File: config.mk
export PLATFORM = sky130hd
export DESIGN_NAME = census_disparity_wta
export DESIGN_NICKNAME = d
export VERILOG_FILES = /design/src/rtl/census_disparity_wta.sv
export SDC_FILE = /design/constraint.sdc
export NUM_CORES = 1
export LEC_CHECK = 0
export CORE_MARGIN = 4
export CORE_UTILIZATION = 52
export DETAILED_ROUTE_END_ITERATION = 6
export PLACE_DENSITY = 0.76
export SLEW_MARGIN = 5
export SYNTH_ARGS = -nofsm -noshare
export SYNTH_HDL_FRONTEND = slang
export SYNTH_SLANG_ARGS = --single-unit
File: constraint.sdc
create_clock -name clk -period 19 [get_ports clk]
set_input_delay 3.8 -clock clk [delete_from_list [all_inputs] [get_ports clk]]
set_output_delay 3.8 -clock clk [all_outputs]
set_load 0.01 [all_outputs]
File: src/rtl/census_disparity_wta.sv
// Census-transform stereo matcher: per pixel, walks disparities 0..dmax one per cycle,
// computes Hamming cost against the right-code history and emits the winner-take-all minimum.
module census_disparity_wta #(
    parameter  int WIDTH      = 320,
    parameter  int HEIGHT     = 240,
    parameter  int CODE_WIDTH = 8,
    parameter  int MAX_DISP   = 16,
    parameter  int DISP_WIDTH = 4,
    localparam int COST_WIDTH = $clog2(CODE_WIDTH + 1)
) (
    input  logic                  clk,
    input  logic                  rst,
    input  logic                  in_valid,
    output logic                  in_ready,
    input  logic [CODE_WIDTH-1:0] census_l,
    input  logic [CODE_WIDTH-1:0] census_r,
    output logic                  out_valid,
    input  logic                  out_ready,
    output logic [DISP_WIDTH-1:0] disparity,
    output logic [COST_WIDTH-1:0] min_cost,
    output logic                  out_eol,
    output logic                  out_eof
);

    localparam int COL_W = (WIDTH  > 1) ? $clog2(WIDTH)  : 1;
    localparam int ROW_W = (HEIGHT > 1) ? $clog2(HEIGHT) : 1;

    typedef enum logic [1:0] {
        IDLE   = 2'd0,
        SEARCH = 2'd1,
        DONE   = 2'd2
    } state_t;

    state_t                r_state;
    logic [CODE_WIDTH-1:0] r_hist [MAX_DISP];
    logic [CODE_WIDTH-1:0] r_cl;
    logic [COL_W-1:0]      r_col;
    logic [ROW_W-1:0]      r_row;
    logic [COL_W-1:0]      r_pix_col;
    logic                  r_pix_eol;
    logic                  r_pix_eof;
    logic [DISP_WIDTH-1:0] r_d;
    logic [DISP_WIDTH-1:0] r_best_d;
    logic [COST_WIDTH-1:0] r_best_cost;
    logic                  r_in_ready;
    logic                  r_out_valid;
    logic [DISP_WIDTH-1:0] r_disparity;
    logic [COST_WIDTH-1:0] r_min_cost;
    logic                  r_out_eol;
    logic                  r_out_eof;

    logic                  w_accept;
    logic                  w_col_last;
    logic                  w_row_last;
    logic [DISP_WIDTH-1:0] w_dmax;
    logic [COST_WIDTH-1:0] w_cost;
    logic [COST_WIDTH-1:0] w_nbest_cost;
    logic [DISP_WIDTH-1:0] w_nbest_d;

    function automatic logic [COST_WIDTH-1:0] popcount(input logic [CODE_WIDTH-1:0] v);
        logic [COST_WIDTH-1:0] c;
        c = '0;
        for (int i = 0; i < CODE_WIDTH; i++) begin
            c = c + COST_WIDTH'(v[i]);
        end
        return c;
    endfunction

    // Candidate cost, running minimum and search bound for the pixel in flight
    always_comb begin
        w_accept   = in_valid & r_in_ready;
        w_col_last = (r_col == COL_W'(WIDTH - 1));
        w_row_last = (r_row == ROW_W'(HEIGHT - 1));
        if (int'(r_pix_col) >= MAX_DISP - 1) begin
            w_dmax = DISP_WIDTH'(MAX_DISP - 1);
        end else begin
            w_dmax = DISP_WIDTH'(r_pix_col);
        end
        w_cost = popcount(r_cl ^ r_hist[r_d]);
        // Strict compare: on a tie the earlier (smaller) disparity stays the winner
        if (w_cost < r_best_cost) begin
            w_nbest_cost = w_cost;
            w_nbest_d    = r_d;
        end else begin
            w_nbest_cost = r_best_cost;
            w_nbest_d    = r_best_d;
        end
    end

    // Right-code history, left-code latch and raster position counters
    always_ff @(posedge clk or posedge rst) begin
        if (rst) begin
            for (int k = 0; k < MAX_DISP; k++) begin
                r_hist[k] <= '0;
            end
            r_cl      <= '0;
            r_col     <= '0;
            r_row     <= '0;
            r_pix_col <= '0;
            r_pix_eol <= 1'b0;
            r_pix_eof <= 1'b0;
        end else if (w_accept) begin
            for (int k = MAX_DISP - 1; k > 0; k--) begin
                r_hist[k] <= r_hist[k-1];
            end
            r_hist[0] <= census_r;
            r_cl      <= census_l;
            r_pix_col <= r_col;
            r_pix_eol <= w_col_last;
            r_pix_eof <= w_col_last & w_row_last;
            if (w_col_last) begin
                r_col <= '0;
                if (w_row_last) begin
                    r_row <= '0;
                end else begin
                    r_row <= r_row + ROW_W'(1);
                end
            end else begin
                r_col <= r_col + COL_W'(1);
            end
        end
    end

    // Control FSM with registered handshake and result outputs
    always_ff @(posedge clk or posedge rst) begin
        if (rst) begin
            r_state     <= IDLE;
            r_d         <= '0;
            r_best_d    <= '0;
            r_best_cost <= {COST_WIDTH{1'b1}};
            r_in_ready  <= 1'b1;
            r_out_valid <= 1'b0;
            r_disparity <= '0;
            r_min_cost  <= '0;
            r_out_eol   <= 1'b0;
            r_out_eof   <= 1'b0;
        end else begin
            case (r_state)
                IDLE: begin
                    if (in_valid) begin
                        r_state     <= SEARCH;
                        r_in_ready  <= 1'b0;
                        r_d         <= '0;
                        r_best_d    <= '0;
                        r_best_cost <= {COST_WIDTH{1'b1}};
                    end
                end
                SEARCH: begin
                    r_best_cost <= w_nbest_cost;
                    r_best_d    <= w_nbest_d;
                    if (r_d == w_dmax) begin
                        r_state     <= DONE;
                        r_out_valid <= 1'b1;
                        r_disparity <= w_nbest_d;
                        r_min_cost  <= w_nbest_cost;
                        r_out_eol   <= r_pix_eol;
                        r_out_eof   <= r_pix_eof;
                    end else begin
                        r_d <= r_d + DISP_WIDTH'(1);
                    end
                end
                DONE: begin
                    if (out_ready) begin
                        r_state     <= IDLE;
                        r_out_valid <= 1'b0;
                        r_in_ready  <= 1'b1;
                    end
                end
                default: begin
                    r_state     <= IDLE;
                    r_out_valid <= 1'b0;
                    r_in_ready  <= 1'b1;
                end
            endcase
        end
    end

    assign in_ready  = r_in_ready;
    assign out_valid = r_out_valid;
    assign disparity = r_disparity;
    assign min_cost  = r_min_cost;
    assign out_eol   = r_out_eol;
    assign out_eof   = r_out_eof;

endmodule

==> flow_summary.ini <==
[worst_setup_path]
critPathMaxFanout = 24
ff2ff_path_depth = 18
crit_chain = buf_4 > mux4_2 > mux4_2 > xor2_1 > fa_1 > fa_1 > inv_1 > fa_1 > inv_1 > ha_1 > inv_1 > fa_1 > inv_1 > ha_1 > a21oi_1 > o21ai_1 > mux2_2 > mux2_1
crit_required_ns = 19.31
crit_family = adder cells
path_buf_inv = 5
critPathKind = flop to flop
worstPathArrival_ns = 7.18
slowest_delay_ns = 0.95
path_depth = 18
start_kind = flop
end_kind = flop
cp_slowest_cell = o21ai_1

[floorplanning]
row_count = 47
initial_utilization = 0.533
core_um2 = 16700
die_area_um2 = 19300
die_h_um = 139
io_pins = 32
fp.dieW_um = 139

[routing]
finalWirelength_um = 17400
drc = 0
vias = 6193
firstDrtPassIters = 5
via_per_inst = 5.35
first_iter_violations = 547
postRouteAntennaNets = 0
post_drt_wl_per_cell_um = 15.1

[synth]
ys.flop_type = dfrtp_1
yosys_register_bits = 190
synth_edf_count = 0
syn_nets = 951
netlist_instances = 918
yosys_warnings = 0
ys_seq_area_frac = 0.535
yosys.cell_types.count = 47
netlist_area_um2 = 8900
syn_avg_cell_area_um2 = 9.70
async_reset_ff_frac = 1.00

[placement]
gp_congestion = 0.811
port_buffers = 31
hpwlAfterDp_um = 10600
placed_cells = 1125

[finish]
antenna_cells = 0
n_fill_cell = 1390
area_delta_synth_final_pct = 11.1
register_area_um2 = 4760
finalNonFillerCells = 1157
final_nets = 957
multi_input_area_um2 = 3860
drive_gt1_frac = 0.109

[global_route]
track_usage = 0.191
grt_max_degree = 116
antenna_found_initial = 0
overflow = 0
grt_pass1_wl_um = 30300
first_global_vias = 5963

[timing]
final.setup.tns_ns = 0
maxSlewViolCount = 0
skew_ns = 0.0135
finalCriticalPeriod_ns = 6.87
maxSlewHeadroom = 0.179
finalHoldViolCount = 0
final.period_utilization = 0.362
rsz0062_at_grt = no
setup_viol = 0
worstMarginPinSlew_ns = 1.22
fmaxAchievable_ghz = 0.146

[clock_network]
hold_buffers = 0
clkSinkCount = 190
cts-htree-levels = 4
insertion_delay_ns = 0.44
cts_tree = yes
ctsResizeCount = 0
cts_inserted_buffers = 17
cts_setup_buffers = 0
clk_path_buf_depth = 2
clk_pin_slew_ns = 0.07
cts_root_buf = clkbuf_16

[job]
max-cap-violations = 0

[min_path]
hold_path.class = flop to flop
hold_depth = 2

[run_status]
outcome = finished clean
## placed cells by master (no fill, tap or decap), types with 3 or more instances in the layout
master,count
a31oi_1,3
clkdlybuf4s50_1,31
a21o_1,5
mux2_2,13
inv_1,16
and2_1,3
nor2b_1,3
a22oi_1,4
nor2_1,16
dfrtp_1,184
and3_1,5
o21ai_0,13
o31ai_1,3
mux2_1,4
nor4bb_1,3
nor3_1,5
dfstp_2,5
fa_1,4
inv_6,5
ha_1,9
a21oi_1,8
xor2_1,8
clkbuf_16,17
clkinv_2,4
mux4_2,40
a311oi_1,3
buf_4,7
xnor2_1,9
nand3_1,9
nand2_1,463
## cells in the mapped netlist, types with 2 or more instances
cell type,count,area (um2)
a21o_1,5,37.5
a21oi_1,8,40.0
a22oi_1,4,30.0
a311oi_1,3,26.3
a31oi_1,3,18.8
and2_1,4,25.0
and3_1,5,31.3
buf_1,3,11.3
buf_2,8,40.0
buf_6,3,33.8
clkbuf_1,37,139
dfrtp_1,185,4630
dfstp_2,5,131
fa_1,4,80.1
ha_1,9,113
inv_1,17,63.8
mux2_1,4,45.0
mux2_2,13,146
mux2i_1,2,20.0
mux4_2,40,901
nand2_1,464,1740
nand3_1,9,45.0
nand4_1,2,12.5
nor2_1,16,60.1
nor2b_1,3,18.8
nor3_1,5,25.0
nor4_1,2,12.5
nor4bb_1,3,30.0
o211ai_1,2,15.0
o21ai_0,13,65.1
o21ai_1,2,10.0
o22ai_1,2,12.5
o22ai_2,2,25.0
o31ai_1,3,22.5
xnor2_1,9,78.8
xor2_1,8,70.1
## tightest hold or removal path, delay by kind of cell, from the launching register on
kind | cells | cell delay, ns
DFF | 1 | 0.34
and+or+nand+nor | 2 | 0.10
## path summary, 6_finish.rpt
check,end,start,slack [ns]
setup / recovery,min_cost[2],r_d[2],12.13
hold / removal,r_pix_eof,r_pix_eof,0.47
setup reg to reg,min_cost[2],r_d[2],12.13
hold reg to reg,r_pix_eof,r_pix_eof,0.47
max in group asynchronous,r_col[2],rst,13.61
min in group asynchronous,r_hist[92],rst,3.91
## through the flow
step	util	cell area (um2)	setup slack (ns)	hold WS, ns
after detailed placement	0.559	9340	12.14	0.458
final	0.592	9890	12.13	0.472
after global routing	0.592	9890	11.69	0.510
after global placement	0.559	9340	12.22	0.450
after floorplan	-	8900	10.04	0.432
after CTS	0.592	9890	12.11	0.479
## metal layers
layer	global-route usage	part of all wire
met1	0.276	0.48
met2	0.296	0.47
met3	0.0414	0.037
met4	0.0520	0.0092
met5	0	0
## final cells by class
cell class / instances / share of cell area
multi-input cells: 660 / 0.391
flip-flops and latches: 190 / 0.481
repair buffers: 38 / 0.0367
clock buffers: 18 / 0.0434
clock inverters: 14 / 0.0130
well taps: 220 / 0.0278
inverters: 17 / 0.00721
## sequential cells by signal, indices dropped and copies added (netlist names)
| name | cells |
|---|---|
| r_pix_eol | 1 |
| out_eof | 1 |
| r_best_cost | 4 |
| r_best_d | 4 |
| r_row | 8 |
| out_valid | 1 |
| r_cl | 8 |
| out_eol | 1 |
| r_col | 9 |
| r_state | 2 |
| r_pix_col | 9 |
| r_pix_eof | 1 |
| in_ready | 1 |
| r_d | 4 |
| disparity | 4 |
| r_hist | 128 |
| min_cost | 4 |
## cells by family (layout without fill, tap and decap cells)
logic type	after synthesis	in the layout	share of synthesized area
and+or+nand+nor	517	517	0.228
DFF	190	190	0.535
buffers and inverters	68	87	0.0323
muxes	59	59	0.125
AOI/OAI and AO/OA	54	54	0.0413
xor gates and xnor gates	17	17	0.0167
adders and majority gates	13	13	0.0216
Power is left out: the tool's default activity adds up to more than one toggle a clock period on the data nets, which glitch-free logic cannot reach.
